File: src/rtl/move_pulse_gen.sv
// move_pulse_gen
//   Conditions four raw, active-low direction keys into single-cycle, one-hot
//   move pulses for the frog-position grid cells.
//   Each key is synchronised with two flops and then debounced.
//   A clean press of exactly one key produces one pulse on L/R/U/D.
//   After each pulse a cooldown window ignores further presses.
//   While freeze is high, no pulses are produced.
//
// Ports
//   clock                    system clock
//   reset                    synchronous, active-high reset
//   key_l_n/_r_n/_u_n/_d_n   raw direction keys, active low, asynchronous
//   freeze                   crash|win; forces IDLE and suppresses moves
//   L, R, U, D               registered one-cycle move pulses (one-hot)
//   busy                     registered; high whenever the FSM is not IDLE
//
// Optional feature (macro MOVE_REPEAT_EN)
//   When defined, a key held alone auto-repeats.
//   The first repeat pulse comes REPEAT_DELAY cycles after the first pulse.
//   Later repeat pulses come every REPEAT_RATE cycles.
//   When undefined, each press produces exactly one pulse and the REPEAT_*
//   parameters have no effect.
module move_pulse_gen #(
  parameter int DEBOUNCE_CYCLES = 4,
  parameter int COOLDOWN_CYCLES = 2,
  parameter int REPEAT_DELAY    = 16,
  parameter int REPEAT_RATE     = 8
) (
  input  logic clock,
  input  logic reset,
  input  logic key_l_n,
  input  logic key_r_n,
  input  logic key_u_n,
  input  logic key_d_n,
  input  logic freeze,
  output logic L,
  output logic R,
  output logic U,
  output logic D,
  output logic busy
);

  localparam int DCW = $clog2(DEBOUNCE_CYCLES) + 1;
  localparam int CCW = $clog2(COOLDOWN_CYCLES) + 1;
  localparam logic [DCW-1:0] DB_LAST = DCW'(DEBOUNCE_CYCLES - 1);
  localparam logic [CCW-1:0] CD_LAST = CCW'(COOLDOWN_CYCLES - 1);

  if (DEBOUNCE_CYCLES < 1 || COOLDOWN_CYCLES < 1 || REPEAT_DELAY < 2 || REPEAT_RATE < 2) begin : g_bad_params
    $error("move_pulse_gen: parameter out of range");
  end

  // True when exactly one bit of v is set.
  function automatic logic is_onehot4(input logic [3:0] v);
    return (v != 4'b0000) && ((v & (v - 4'b0001)) == 4'b0000);
  endfunction

  // Bit order everywhere: [3]=L, [2]=R, [1]=U, [0]=D
  logic [3:0] raw_n_s;
  logic [3:0] sync1_r, sync2_r;
  logic [3:0] pressed_s;
  logic [3:0] deb_r, deb_d_r;
  logic [DCW-1:0] db_cnt_r [4];
  logic [3:0] event_s;
  logic       accept_s;

  assign raw_n_s   = {key_l_n, key_r_n, key_u_n, key_d_n};
  assign pressed_s = ~sync2_r;
  assign event_s   = deb_r & ~deb_d_r;
  assign accept_s  = is_onehot4(event_s) & is_onehot4(deb_r);

  // Two-flop synchroniser; resets to "released" (high).
  always_ff @(posedge clock) begin
    if (reset) begin
      sync1_r <= 4'b1111;
      sync2_r <= 4'b1111;
    end else begin
      sync1_r <= raw_n_s;
      sync2_r <= sync1_r;
    end
  end

  // Per-key debouncer.
  // The debounced level follows the key only after DEBOUNCE_CYCLES
  // consecutive samples that differ from the current debounced level.
  always_ff @(posedge clock) begin
    if (reset) begin
      deb_r   <= 4'b0000;
      deb_d_r <= 4'b0000;
      for (int i = 0; i < 4; i++) begin
        db_cnt_r[i] <= {DCW{1'b0}};
      end
    end else begin
      deb_d_r <= deb_r;
      for (int i = 0; i < 4; i++) begin
        if (pressed_s[i] == deb_r[i]) begin
          db_cnt_r[i] <= {DCW{1'b0}};
        end else if (db_cnt_r[i] == DB_LAST) begin
          deb_r[i]    <= pressed_s[i];
          db_cnt_r[i] <= {DCW{1'b0}};
        end else begin
          db_cnt_r[i] <= db_cnt_r[i] + DCW'(1);
        end
      end
    end
  end

  typedef enum logic [1:0] {
    ST_IDLE     = 2'd0,
    ST_PULSE    = 2'd1,
    ST_COOLDOWN = 2'd2
`ifdef MOVE_REPEAT_EN
    , ST_REPEAT = 2'd3
`endif
  } state_t;

  state_t         state_r, state_n;
  logic [3:0]     dir_r, dir_n;
  logic [CCW-1:0] cd_cnt_r, cd_cnt_n;
  logic [3:0]     out_r;
  logic           busy_r;

`ifdef MOVE_REPEAT_EN
  localparam int REP_MAX = (REPEAT_DELAY > REPEAT_RATE) ? REPEAT_DELAY : REPEAT_RATE;
  localparam int RCW     = $clog2(REP_MAX) + 1;
  // The REPEAT state is entered one cycle after a pulse. The next PULSE
  // follows the cycle in which the counter hits N-2, so that consecutive
  // pulses are N cycles apart.
  localparam logic [RCW-1:0] DLY_LAST  = RCW'(REPEAT_DELAY - 2);
  localparam logic [RCW-1:0] RATE_LAST = RCW'(REPEAT_RATE - 2);
  logic [RCW-1:0] rep_cnt_r, rep_cnt_n;
  logic           first_r, first_n;
`endif

  // Next-state logic for the move FSM; freeze overrides everything.
  always_comb begin
    state_n  = state_r;
    dir_n    = dir_r;
    cd_cnt_n = cd_cnt_r;
`ifdef MOVE_REPEAT_EN
    rep_cnt_n = rep_cnt_r;
    first_n   = first_r;
`endif
    if (freeze) begin
      state_n = ST_IDLE;
    end else begin
      case (state_r)
        ST_IDLE: begin
          if (accept_s) begin
            state_n = ST_PULSE;
            dir_n   = event_s;
`ifdef MOVE_REPEAT_EN
            first_n = 1'b1;
`endif
          end else begin
            state_n = ST_IDLE;
          end
        end
        ST_PULSE: begin
`ifdef MOVE_REPEAT_EN
          if (deb_r == dir_r) begin
            state_n   = ST_REPEAT;
            rep_cnt_n = {RCW{1'b0}};
          end else begin
            state_n  = ST_COOLDOWN;
            cd_cnt_n = {CCW{1'b0}};
          end
`else
          state_n  = ST_COOLDOWN;
          cd_cnt_n = {CCW{1'b0}};
`endif
        end
        ST_COOLDOWN: begin
          if (cd_cnt_r == CD_LAST) begin
            state_n = ST_IDLE;
          end else begin
            cd_cnt_n = cd_cnt_r + CCW'(1);
          end
        end
`ifdef MOVE_REPEAT_EN
        ST_REPEAT: begin
          if (deb_r != dir_r) begin
            state_n = ST_IDLE;
          end else if (rep_cnt_r == (first_r ? DLY_LAST : RATE_LAST)) begin
            state_n = ST_PULSE;
            first_n = 1'b0;
          end else begin
            rep_cnt_n = rep_cnt_r + RCW'(1);
          end
        end
`endif
        default: begin
          state_n = ST_IDLE;
        end
      endcase
    end
  end

  // FSM state and counters.
  always_ff @(posedge clock) begin
    if (reset) begin
      state_r  <= ST_IDLE;
      dir_r    <= 4'b0000;
      cd_cnt_r <= {CCW{1'b0}};
`ifdef MOVE_REPEAT_EN
      rep_cnt_r <= {RCW{1'b0}};
      first_r   <= 1'b0;
`endif
    end else begin
      state_r  <= state_n;
      dir_r    <= dir_n;
      cd_cnt_r <= cd_cnt_n;
`ifdef MOVE_REPEAT_EN
      rep_cnt_r <= rep_cnt_n;
      first_r   <= first_n;
`endif
    end
  end

  // Outputs are registered from the next state.
  // This keeps them cycle-aligned with state_r without combinational decode.
  always_ff @(posedge clock) begin
    if (reset) begin
      out_r  <= 4'b0000;
      busy_r <= 1'b0;
    end else begin
      out_r  <= (state_n == ST_PULSE) ? dir_n : 4'b0000;
      busy_r <= (state_n != ST_IDLE);
    end
  end

  assign L    = out_r[3];
  assign R    = out_r[2];
  assign U    = out_r[1];
  assign D    = out_r[0];
  assign busy = busy_r;

endmodule

File: config.mk
export PLATFORM = sky130hd
export DESIGN_NAME = move_pulse_gen
export DESIGN_NICKNAME = d
export VERILOG_FILES = /design/src/rtl/move_pulse_gen.sv
export SDC_FILE = /design/constraint.sdc
export NUM_CORES = 1
export LEC_CHECK = 0
export CAP_MARGIN = 15
export CORE_MARGIN = 1
export CORE_UTILIZATION = 60
export DETAILED_ROUTE_END_ITERATION = 12
export DONT_BUFFER_PORTS = 1
export HOLD_SLACK_MARGIN = 0.12
export PLACE_DENSITY = 0.8
export SLEW_MARGIN = 20
export SYNTH_ARGS = -nofsm -noshare
export SYNTH_HDL_FRONTEND = slang
export SYNTH_SLANG_ARGS = --single-unit
File: constraint.sdc
create_clock -name clock -period 2.9 [get_ports clock]
set_input_delay 0.29 -clock clock [delete_from_list [all_inputs] [get_ports clock]]
set_output_delay 0.29 -clock clock [all_outputs]
set_load 0.05 [all_outputs]
---- After elaboration in Yosys (flattened, before gate mapping) ----
Memory sizes are Yosys's and may differ from the RTL's.
Cells that the tools add are included.
word-level totals
  memories kept ........................... 1
  input port bits ......................... 7
  output and inout bits ................... 5
  flip-flop bits (word level) ............. 29
  logic and storage cells ................. 139
  memory bits (writable) .................. 12
memories
  name      words  bits a word  rd ports  clocked after memory_dff  wr ports  RTL line  source
  db_cnt_r  4      3            4         0                         4         62        logic [DCW-1:0] db_cnt_r [4];
operators by class
  bitwise operators ....................... 24
  equal/unequal tests ..................... 13
  reduce and logical (&&, ||, !) cells .... 15
  add/subtract/negate cells ............... 7
  mux-type cells .......................... 67
operators by type and width
  cell                                              number
  2-to-1 mux 1 bit                                  47
  2-to-1 mux 3 bit                                  12
  adder 3 x 1 -> 3 bit, second input constant       4
  bitwise AND 4 bit                                 3
  == test 3 x 2 -> 1 bit, second input constant     4
  2-to-1 mux 4 bit                                  3
  OR 1 bit                                          12
  logical NOT 4 bit                                 2
  NOT 4 bit                                         2
  AND reduction 2 bit                               4
  nonzero test 4 bit                                2
  subtractor 4 x 1 -> 4 bit, second input constant  2
  == test 2 x 1 -> 1 bit, second input constant     3
  2-to-1 mux 2 bit                                  3
  NOT 1 bit                                         6
  case mux 2 bit (3 select lines)                   1
  == test 1 bit                                     4
  case mux 2 bit (2 select lines)                   1
  nonzero test 2 bit                                2
  AND reduction 3 bit                               1
  adder 2 x 1 -> 2 bit, second input constant       1
  == test 2 bit, second input constant              1
  logical AND 1 bit                                 2
  logical NOT 2 bit                                 1
  3 further kinds                                   3

---- Logic depth before layout (Yosys ltp) ----
Gate-level depths: netlist of the first run.
  depth after elaboration ................. 13
  depth in mapped cells ................... 7
  mapped depth without buffers ............ 7

---- Worst setup path before layout of the first run ----
Ideal clock, no wire load.
  kind .................................... register to register
  from .................................... register deb_r[3]
  to ...................................... register out_r[0]
  data arrival time ....................... 1.527 ns
  clock period less this slack ............ 1.613 ns
  setup slack ............................. 1.287 ns
  stages on the path, launching flop included .. 6
  library setup time ...................... 0.086 ns
  required time ........................... 2.814 ns
  path buffers ............................ 0
  path through ............................ dfxtp_1 > or4b_1 > o311ai_2 > and3b_2 > nand3_1 > a211oi_1
on the way
  word-level cells in the longest chain between the ends .. 12
  elaborated cells between the ends (all ways) .. 21
  classes of those cells .................. 2 x add/sub; 1 x eq/ne; 6 x mux; 5 x bitwise; 7 x reduce/logical
ends and longest elaborated chain
  what                                 RTL line  source
  start: declaration                   61        logic [3:0] deb_r, deb_d_r;
  start signal: indexed assignment     98        deb_r[i] <= pressed_s[i];
  bitwise AND 4 bit                    68        assign event_s = deb_r & ~deb_d_r;
  subtractor 4 x 1 -> 4 bit            54        return (v != 4'b0000) && ((v & (v - 4'b0001)) == 4'b0000);
  bitwise AND 4 bit                    54
  logical NOT 4 bit                    54
  logical AND 1 bit                    54
  bitwise AND 1 bit (*)                69        assign accept_s = is_onehot4(event_s) & is_onehot4(deb_r);
  2-to-1 mux 1 bit                     148       if (accept_s) begin
  case mux 2 bit (3 select lines)      146       case (state_r)
  2-to-1 mux 2 bit                     143       if (freeze) begin
  == test 2 x 1 -> 1 bit               226       out_r <= (state_n == ST_PULSE) ? dir_n : 4'b0000;
  NOT 1 bit (no source line)           -
  OR reduction 2 bit (no source line)  -
  end signal: assignment               226
  end: declaration                     119       logic [3:0] out_r;
Every way passes the cells marked *; elsewhere a longest branch is shown, timed or not.
A chain may end at the register's enable or synchronous reset.

---- Worst setup path after layout of the first run ----
  from .................................... register deb_r[1]
  to ...................................... register out_r[2]
Same word-level chain as after synthesis.

==> results of run 1 <==
power by group:
part           internal [mW]  switching [mW]  total [mW]
Clock                  0.119           0.175       0.294
Combinational         0.0323          0.0400      0.0723
Sequential             0.607          0.0110       0.618
worst reg2reg max path, delay by kind of cell (launching register included):
kind            cells  cell delay, ns
simple gates        3            0.96
flops               1            0.40
compound gates      2            0.38
flip-flops by register name, indices dropped and copies added, names as in the netlist:
signal,cells
busy,1
cd_cnt_r,2
db_cnt_r,12
deb_d_r,4
deb_r,4
dir_r,4
out_r,4
state_r,2
sync1_r,4
sync2_r,4
per-layer routing:
layer  vias up  part of all wire
li1        595                 -
met1       539              0.38
met2        30              0.53
met3        17             0.045
met4         0             0.039
met5         -                 0
kinds of logic (layout without fill, tap and decap cells):
family | Yosys count | after routing | share of synthesized area
buffers and inverters | 14 | 25 | 0.03028
XOR/XNOR | 7 | 7 | 0.03533
flip-flops | 41 | 41 | 0.5422
other | 1 | 12 | 0.002161
adder cells (fa/ha/maj) | 12 | 12 | 0.08652
AO/OA/AOI/OAI | 27 | 27 | 0.1103
AND/OR/NAND/NOR | 61 | 61 | 0.1932
cell usage in the layout, fill, tap and decap left out, drive strengths merged:
master,n
or3,5
nand3,5
and3b,1
clkbuf,7
nand2b,2
dlygate4sd3,6
a21o,1
xor2,6
and2b,4
nor2,21
nand4,1
xnor2,1
ha,12
inv,11
clkinvlp,1
or2,8
o311ai,1
a22o,1
dfxtp,29
a21oi,6
edfxtp,12
nand3b,1
o21ai,4
o21bai,1
conb,12
a211oi,8
o21a,2
a41oi,1
nand2,2
or4b,2
nor2b,5
a22oi,1
nor3,4
a32oi,1
area by class of cell:
class / count / area [um2] / share of cell area
Clock inverter: 1 / 7.507 / 0.003896
Clock buffer: 7 / 55.05 / 0.02857
Sequential cell: 41 / 940.9 / 0.4883
Timing Repair Buffer: 6 / 60.06 / 0.03117
Multi-Input combinational cell: 119 / 783.3 / 0.4065
Inverter: 11 / 41.29 / 0.02143
Tap cell: 31 / 38.79 / 0.02013
worst max-delay path by stage:
stage	start	to	slack, ns	cells after the start
after floorplan	deb_r[3]	out_r[0]	1.29	5
after global placement	deb_r[1]	out_r[1]	1.22	5
after detailed placement	deb_r[2]	out_r[2]	1.11	5
after CTS	deb_r[2]	out_r[2]	1.09	5
after global routing	deb_r[3]	dir_r[2]	0.91	5
final	deb_r[1]	out_r[2]	1.08	5
timing repair:
action,4_1_cts,5_1_grt
hold endpoints to repair,23,0
setup endpoints to repair,0,0
hold buffers,6,0
==> run metrics, run 1 <==
dpl hpwl 1.913 mm; drt pass-1 iters 4; Inserted Clock Buffers 5; root buf cell clkbuf_4; CP Data Required Time 3.16 ns; overall power 984.2 uW; vias in the first global route 1239; worst setup margin 1.078 ns; GR Util met3 0.07442; WL final 2.846 mm; top_reg_cell synth dfxtp_1; starting density of the core 0.6293; Worst Tran Pin Value 0.8036 ns; crit path cell chain or4b_1, o311ai_2, and3b_2, nand3_1, a211oi_1; Avg WL per Cell 13.18 um; crit end category flip-flop; Final Hold Fails 0; CTS Sinks 41; DRT antenna net count 0; #FFs+latches synth 41; synth warn 0; RSZ-0062 raised after global routing no; cell area after synthesis 1735 um2; Hold Path Depth 2; CTS clk-pin slew, worst paths 0.12 ns; Hold Slack 0.1407 ns; Vias 1181; Max Cap Viol 0; Max Freq 0.5488 GHz; Slew Limit Fails 0; Resized cells post-CTS 0; Final Non-Filler Cells 216; crit path DAT 2.08 ns; Worst slew margin 0.4625; period utilization 0.6284; delay-heaviest family, CP simple AND/OR/NAND/NOR gates; Final setup violation count 0; share of Yosys cell area claimed by the top area cell type 0.3345; Synth area leader dfxtp_1; Skew-Pair Late Insertion Delay 0.34 ns; Async SR Flop Fraction 0; top post-synthesis cells by count 29 x dfxtp_1, 21 x nor2_1, 12 x edfxtp_1, 12 x ha_1, 11 x inv_1; # diodes 0; Hold Startpoint reset; status complete, no violations; initial DRC count 62; Hold EP state_r[0]; clock tree from TritonCTS built; Routability Congestion 0.8329; CP Max Fanout 7; WS Path Type reg -> reg; buffers and inverters on the worst path 0; Post-CTS Setup Bufs 0; Synth cell types 32; Setup Skew 0.01196 ns; H-tree depth 2; Worst R2R End out_r[2]; reg-to-reg startpoint deb_r[1]; GR Util All Layers 0.2109; syn avg cell area 10.65 um2; port bufs 0; initial antenna violation count 0; met1 usage 0.2080; worst IR drop on VDD 470.4 uV; GR peak layer met2; num rows 19; Area contributors post-synth dfxtp_1 33%, edfxtp_1 21%, ha_1 8.7%, nor2_1 4.5%, a211oi_1 3.5%; largest net degree at the start of global routing 24; Startpoint Class flip-flop; sequential area share after synthesis 0.5422; I/O pin cnt 12; first-pass GRT wire length 4.981 mm; EDFF count, synth 12; pre-CTS setup slack 1.111 ns; CTS Buffer Depth 2; vias per cell 5.468; FF-to-FF path depth 5; Fillers 210; Worst R2R Setup Slack 1.08 ns; die height 55.78 um; Finished Core Util 0.6987; critical path's slowest cell or4b_1; placed cell areas 1804 um2; Die Wd 55.78 um; min Tclk post-route 1.822 ns; area delta synth->final 11.03%; die area 3111 um2; Core ar. 2758 um2; most frequent cell after synthesis dfxtp_1; cell area after layout 1927 um2; Pwr Density 510.8 nW/um2; setup TNS 0 ns; NumNets Final 203; slowest stage delay, CP 0.54 ns; grt ovf 0; Syn Inst Count 163; DRC viols 0; dpl cells 202; Worst Hold Class in -> reg; Lkg Pwr 0.7687 nW; layout cells sized above 1 0.1189; met2 global-route usage 0.3752
Power figures use the tool's default switching activity.
==> inputs of run 2 (changes only) <==
- CORE_UTILIZATION: 60 -> 55
- PLACE_DENSITY: 0.8 -> 0.77
- clock period: 2.9 -> 1.5 ns (I/O delays scaled with it)
==> run metrics, run 2 (same netlist as run 1, synthesis figures left out) <==
status complete, but fails checks; failing checks hold timing, setup timing; Final setup violation count 10 (+10); CP Max Fanout 5 (-2); Die Wd 58.17 um (+4.3%); Final Hold Fails 12 (+12); Finished Core Util 0.7579 (+0.05912); Pwr Density 856.2 nW/um2 (+68%); worst IR drop on VDD 645.3 uV (+37%); Skew-Pair Late Insertion Delay 0.34 ns (about the same); Worst Hold Class in -> reg; crit path DAT 1.99 ns (-0.09 ns); Avg WL per Cell 13.85 um (+5.1%); initial DRC count 45 (-27%); min Tclk post-route 1.751 ns (-0.07116 ns); # diodes 0 (unchanged); Inserted Clock Buffers 5 (unchanged); Core ar. 3028 um2 (+9.8%); first-pass GRT wire length 5.996 mm (+20%); overall power 1.965 mW (+100%); max reg flops 12 (unchanged); starting density of the core 0.5731 (-0.05617); Max Freq 0.5711 GHz (+4.1%); WL final 3.573 mm (+26%); Hold Slack -0.1406 ns (-0.2813 ns); Slew Limit Fails 0 (unchanged); crit path cell chain or4b_4, o311ai_4, nand3b_1, o21ai_2, a211oi_2; WS Path Type reg -> reg; slowest stage delay, CP 0.55 ns (about the same); Met2 Wirelength 2.037 mm (+34%); most frequent cells in the layout 26 x dfxtp_1, 19 x buf_4, 17 x nor2_1, 17 x dlygate4sd3_1; CP Data Required Time 1.74 ns (-1.42 ns); CTS Buffer Depth 2 (unchanged); H-tree depth 2 (unchanged); placed cell areas 1931 um2 (+7.0%); Setup Skew 0.003161 ns (-0.008802 ns); Lkg Pwr 0.9163 nW (+19%); pre-CTS setup slack -0.2249 ns (-1.336 ns); Max Cap Viol 0 (unchanged); die height 58.17 um (+4.3%); cts hold-fix bufs 17 (+11); Routability Congestion 0.8354 (+0.30%); RSZ-0062 raised after global routing yes; vias in the first global route 1467 (+18%); critical path's slowest cell or4b_4; crit end category flip-flop; dpl hpwl 2.201 mm (+15%); DRT antenna net count 0 (unchanged); grt ovf 0 (unchanged); uppermost layer routed met4; CTS clk-pin slew, worst paths 0.11 ns (about the same); CTS Sinks 41 (unchanged); largest net degree at the start of global routing 30 (+25%); worst setup margin -0.2511 ns (-1.329 ns); period utilization 1.167 (+0.5390); I/O pin cnt 12 (unchanged); initial antenna violation count 0 (unchanged); root buf cell clkbuf_4; setup TNS -2.068 ns (-2.068 ns); Top reg by flops db_cnt_r; drt pass-1 iters 4 (unchanged); Startpoint Class flip-flop; vias per cell 5.229 (-4.4%); port bufs 0 (unchanged); num rows 20 (+1); cell area after layout 2295 um2 (+19%); Met1 Wirelength 1.327 mm (+22%); GR Util All Layers 0.2414 (+0.03048); layout cells sized above 1 0.3178 (+0.1988); most common cell after layout, fill and taps aside dfxtp_1; die area 3384 um2 (+8.8%); area delta synth->final 32.23%; NumNets Final 233 (+15%); DRC viols 0 (unchanged); clock tree from TritonCTS built; Vias 1349 (+14%); DR WL met3 102 um (-20%)
run 2: layer usage:
| layer | track usage | vias to the layer above |
|---|---|---|
| li1 | - | 655 |
| met1 | 0.2290 | 653 |
| met2 | 0.4680 | 29 |
| met3 | 0.04911 | 12 |
| met4 | 0.1463 | 0 |
| met5 | 0 | - |
run 2: area by class of cell:
type	count	area, um2
tap	44	55.05
clock buffer	6	51.30
timing repair buffer	36	312.8
clock inverter	1	7.507
inverter	11	41.29
fill	218	733.2
sequential	41	947.2
multi-input combinational	119	879.6
run 2: power by group:
part           internal (mW)  total (mW)  leakage (nW)  switching, mW
sequential              1.17        1.19         0.361         0.0191
clock                  0.220       0.556        0.0303          0.336
combinational          0.115       0.216         0.524          0.101
run 2: path summary, 6_finish.rpt:
kind / startpoint / slack (ns) / to / depth (start not counted)
setup reg to reg: deb_r[1] / -0.25 / out_r[2] / 5
hold / removal: reset / -0.14 / deb_r[1] / 1
setup / recovery: deb_r[1] / -0.25 / out_r[2] / 5
hold reg to reg: sync2_r[0] / 0.46 / deb_r[0] / 1
run 2: what timing repair did:
| action | CTS | global route |
|---|---|---|
| pin swaps | 5 | 1 |
| endpoints found under the setup margin | 14 | 22 |
| buffers inserted | 4 | 3 |
| gates resized for setup | 8 | 16 |
| gates cloned | 0 | 0 |
| endpoints found under the hold margin | 34 | 25 |
run 2: per-stage QoR:
step                std cells  hold slack (ns)
floorplan                 174           0.2359
global placement          227           0.2218
detailed placement        227           0.2244
CTS                       255          -0.1613
global route              258          -0.1735
finish                    258          -0.1406
run 2: critical path: cells and delay by family, from the launching register on:
family           cells  cell delay (ns)
flip-flops           1             0.36
AND/OR/NAND/NOR      2             0.82
AO/OA/AOI/OAI        3             0.47
==> variant 1, RTL diff (config.mk and constraints of run 1) <==
Add a define of `MOVE_REPEAT_EN`.
--- a/src/rtl/move_pulse_gen.sv
+++ b/src/rtl/move_pulse_gen.sv
@@ -21,4 +21,6 @@
 //   When undefined, each press produces exactly one pulse and the REPEAT_*
 //   parameters have no effect.
+`define MOVE_REPEAT_EN
+
 module move_pulse_gen #(
   parameter int DEBOUNCE_CYCLES = 4,
Formal check against the unedited RTL: not equivalent (a bounded check fails within 10 cycles, from zero or initial values and one cycle with reset high).
==> variant 1 against run 1 <==
Routed wire length up 21%. Critical path depth unchanged. Global-route usage is 1.1 points lower. Critical path type unchanged. Sequential cell count is 6 higher. Synthesized area grew 26%. Largest power group unchanged. First-iteration DRC count is 47% higher. Clock skew down 0.0052 ns. Total power up 9.6%. Largest cell class unchanged. Non-clock buffer count did not move. Highest routed layer unchanged. Cell count grew 27%. Worst setup slack got worse by 0.39 ns. Final area rose by 22%. Sequential power grew 14%.
==> variant 1: results (changes against run 1) <==
INFO  metric worst-path-max-fanout = 8 (+1)
INFO  metric wl = 3440 um (+21%)
INFO  metric clock_skew = 0.00679 ns (-0.00517 ns)
INFO  metric instances_no_fill = 275 (+27%)
INFO  metric hold_path_depth = 3 (+1)
INFO  metric crit_arrival = 2.49 ns (+0.41 ns)
INFO  metric met2_wirelength_from_detailed_routing = 1680 um (+10%)
INFO  metric vias_per_cell = 5.28 (-3.4%)
INFO  metric hold-worst-slack = 0.149 ns (+0.00842 ns)
INFO  metric cell_internal_pwr = 817 uW (+7.7%)
INFO  metric synth_seq_cells = 47 (+15%)
INFO  metric outcome = completed
INFO  metric placed_cells = 261 (+29%)
INFO  metric portion_of_netlist_area_occupied_by_mux_cells = 2.87% (+2.9 points)
INFO  metric drt_iter0_drc = 91 (+47%)
INFO  metric track_usage = 20.0% (-1.1 points)
INFO  metric period_needed = 2.21 ns (+0.389 ns)
INFO  metric finalWeightedCongestion = 0.872 (+4.7%)
INFO  metric grt_pass1_wl = 6070 um (+22%)
INFO  metric placed_area = 0.00223 mm2 (+24%)
INFO  metric cts.clk_slew.worst_paths = 0.14 ns (+0.02 ns)
INFO  metric grt_pass1_vias = 1,390 (+12%)
INFO  metric crit_family = compound AO/OA/AOI/OAI gates
INFO  metric post_synth.cell_area_avg = 10.2 um2 (-3.8%)
INFO  metric register_area_share_after_synthesis = 48.6% (-5.6 points)
INFO  metric synthAdderAreaFrac = 9.17% (+0.52 points)
INFO  metric timing.critical_path.slowest_stage_cell = sky130_fd_sc_hd__a2111oi_4
INFO  metric drt_first_pass_iters = 5 (+1)
INFO  metric drive_above_1_share = 10.0% (-1.8 points)
INFO  metric pre_cts_slack = 0.747 ns (-0.364 ns)
INFO  metric irDropWorstVdd = 0.000413 V (-12%)
INFO  metric static-leakage-power = 0.917 nW (+19%)
INFO  metric synthDistinctLibCells = 45 (+41%)
[variant 1: cell count changes after synthesis, sizes merged, moves of 4 or more]
cell	change
a21oi	-4
xnor2	+7
dfxtp	+6
nor2	+11
inv	+9
nand3	-5
mux2i	+4
ha	+4
buf	+4
nor4	+4
and2b	-4
[variant 1: final timing paths]
| kind | from | end |
|---|---|---|
| min | freeze | first_r |
| max | deb_r[0] | out_r[0] |
| max reg2reg | deb_r[0] | out_r[0] |
| min reg2reg | sync1_r[3] | sync2_r[3] |
[variant 1: layout make-up]
cell class | instances | area [um2]
Clock inverter | 3 | 20.0
Inverter | 20 | 75.1
Timing Repair Buffer | 6 | 60.1
Multi-Input combinational cell | 148 | 1040
Clock buffer | 5 | 37.5
Tap cell | 46 | 57.6
Fill cell | 274 | 1070
Sequential cell | 47 | 1060
[variant 1: power groups by stage]
stage	Combinational (mW)	Clock, mW	Sequential, mW
final	0.0764	0.298	0.705
after global routing	0.0869	0.343	0.708
after CTS	0.0757	0.311	0.705
after detailed placement	0.0641	0	0.719
after global placement	0.0615	0	0.718
after floorplan	0.0669	0	0.713
[variant 1: routing by layer]
layer  GRT usage (%)  up-vias
li1                -      737
met1            23.5      685
met3            6.25        7
met4            9.59        0
met2            33.1       24
met5               0        -
[variant 1: cell families (layout without fill, tap and decap cells)]
logic type / Yosys count / after routing
AO/OA/AOI/OAI: 27 / 27
XOR/XNOR: 14 / 14
adder cells (fa/ha/maj): 16 / 16
buffers and inverters: 29 / 34
flip-flops: 47 / 47
multiplexers: 6 / 6
other: 1 / 12
AND/OR/NAND/NOR: 73 / 73
[variant 1: worst min-delay path, delay by kind of cell]
kind	cells	cell delay (ns)
AOI/OAI and AO/OA	2	0.11
and+or+nand+nor	1	0.06
==> variant 2, RTL diff (flow settings as in run 1) <==
Without the edit above. Remove the register `busy_r`: a continuous assignment takes its place, so the output `busy` follows one clock earlier.
--- a/src/rtl/move_pulse_gen.sv
+++ b/src/rtl/move_pulse_gen.sv
@@ -222,10 +222,10 @@
     if (reset) begin
       out_r  <= 4'b0000;
-      busy_r <= 1'b0;
     end else begin
       out_r  <= (state_n == ST_PULSE) ? dir_n : 4'b0000;
-      busy_r <= (state_n != ST_IDLE);
-    end
-  end
+    end
+  end
+
+  assign busy_r = (state_n != ST_IDLE);
 
   assign L    = out_r[3];
Function: changed (Yosys sat finds a counterexample within 10 cycles, from zero or initial values and one cycle with reset high).
==> variant 2 against run 1 <==
Sequential cell count shrank 1. Final area rose by 0.65%. Die area shrank 0.48%. Routed wire length fell by 5.7%. Worst setup slack lost 0.44 ns. Synthesized area shrank 0.50%. Total power rose by 5.0%. Largest power group unchanged. Highest routed layer unchanged.
==> variant 2: results (changes against run 1) <==
INFO  metric outcome = completed
INFO  metric synth-compound-area-share = 11.4% (+0.35 points)
INFO  metric place_hpwl = 1890 um (-1.4%)
INFO  metric synthXorXnorAreaFrac = 3.55% (+0.018 points)
INFO  metric critPathLaunch = state_r[0]
INFO  metric worst-path-max-fanout = 8 (+1)
INFO  metric placed_area = 0.00180 mm2 (about the same)
INFO  metric list_of_most_frequent_post_synthesis_cells = sky130_fd_sc_hd__dfxtp_1, sky130_fd_sc_hd__nor2_1, sky130_fd_sc_hd__edfxtp_1, sky130_fd_sc_hd__ha_1, sky130_fd_sc_hd__inv_1
INFO  metric crit_arrival = 1.98 ns (-0.10 ns)
INFO  metric synth_edf_count = 12 (unchanged)
INFO  metric post_cts_buffers = 0 (unchanged)
INFO  metric antenna-diode-count = 0 (unchanged)
INFO  metric synth_top_cells_by_area = sky130_fd_sc_hd__dfxtp_1, sky130_fd_sc_hd__edfxtp_1, sky130_fd_sc_hd__ha_1
INFO  metric vias_after_detailed_routing = 1,190 (+0.76%)
INFO  metric irDropWorstVdd = 0.000504 V (+7.1%)
INFO  metric clock_path_buffers = 2 (unchanged)
INFO  metric drive_above_1_share = 10.1% (-1.8 points)
INFO  metric hold-worst-slack = 0.139 ns (-0.00182 ns)
INFO  metric endpoint_of_the_worst_slack_reg_to_reg_timing_path = out_r[2]
INFO  metric worstSetupEndpoint = busy
INFO  metric clk_root_buffer_cell = sky130_fd_sc_hd__clkbuf_4
INFO  metric worst-slew-pin-transition = 0.714 ns (-0.0901 ns)
INFO  metric drt_first_pass_iters = 4 (unchanged)
INFO  metric drt_iter0_drc = 31 (-50%)
INFO  metric finalWeightedCongestion = 0.796 (-4.5%)
INFO  metric origin_of_the_critical_flop_to_flop_path = deb_r[3]
INFO  metric path_type_of_the_worst_min_delay_path = input pin to register
INFO  metric top_register = db_cnt_r
INFO  metric reg2reg_depth = 5 (unchanged)
INFO  metric hold_path_depth = 2 (unchanged)
INFO  metric static-leakage-power = 0.778 nW (+1.2%)
INFO  metric antenna_found_initial = 0 (unchanged)
INFO  metric largest_register_ff_count = 12 (unchanged)
INFO  metric wl = 2690 um (-5.7%)
INFO  metric numCtsBuffers = 5 (unchanged)
INFO  metric switching_share_of_power = 21.8% (-1.1 points)
INFO  metric cts-hold-fix-buffers = 6 (unchanged)
INFO  metric register_area_share_after_synthesis = 53.3% (-0.88 points)
INFO  metric grt_pass1_wl = 4710 um (-5.4%)
INFO  metric synthAdderAreaFrac = 8.70% (+0.044 points)
INFO  metric track_usage = 20.0% (-1.1 points)
INFO  metric clock_skew = 0.0132 ns (+0.00121 ns)
INFO  metric layout.nets = 206 (+1.5%)
variant 2: final cells by class:
class                      instances  area (um2)
clock buffer                       6        41.3
clock inverter                     2        35.0
fill                             223         795
inverter                          11        41.3
multi-input combinational        122         795
sequential                        40         921
tap                               31        38.8
timing repair buffer               7        67.6
variant 2: metrics by stage:
step           instances  setup WS [ns]  util, %
3_5_place_dp         205           1.04     65.9
4_1_cts              219          0.647     70.9
6_report             219          0.633     70.9
3_3_place_gp         205           1.08     65.9
5_1_grt              219          0.428     70.9
2_1_floorplan        176          0.678        -
variant 2: power groups by stage:
stage / logic, mW / registers [mW] / clock network [mW]
floorplan: 0.0580 / 0.613 / 0
global placement: 0.0606 / 0.615 / 0
detailed placement: 0.0638 / 0.616 / 0
CTS: 0.0743 / 0.603 / 0.362
global route: 0.0861 / 0.606 / 0.381
finish: 0.0743 / 0.603 / 0.356
variant 2: worst max-delay path, cell delays in order, from the launching register on:
cell	delay, ns
sky130_fd_sc_hd__dfxtp_1	0.40
sky130_fd_sc_hd__inv_1	0.11
sky130_fd_sc_hd__ha_1	0.19
sky130_fd_sc_hd__nor2b_1	0.25
sky130_fd_sc_hd__nand2_1	0.12
sky130_fd_sc_hd__nor2_1	0.15
sky130_fd_sc_hd__a21oi_1	0.06
sky130_fd_sc_hd__a21oi_1	0.15
sky130_fd_sc_hd__buf_4	0.21
variant 2: routing by layer:
metal | vias up | global-route usage, % | wire (um)
li1 | 608 | - | -
met1 | 545 | 20.0 | 1100
met2 | 29 | 35.6 | 1390
met3 | 8 | 7.44 | 127
met4 | 0 | 10.7 | 64
met5 | - | 0 | 0
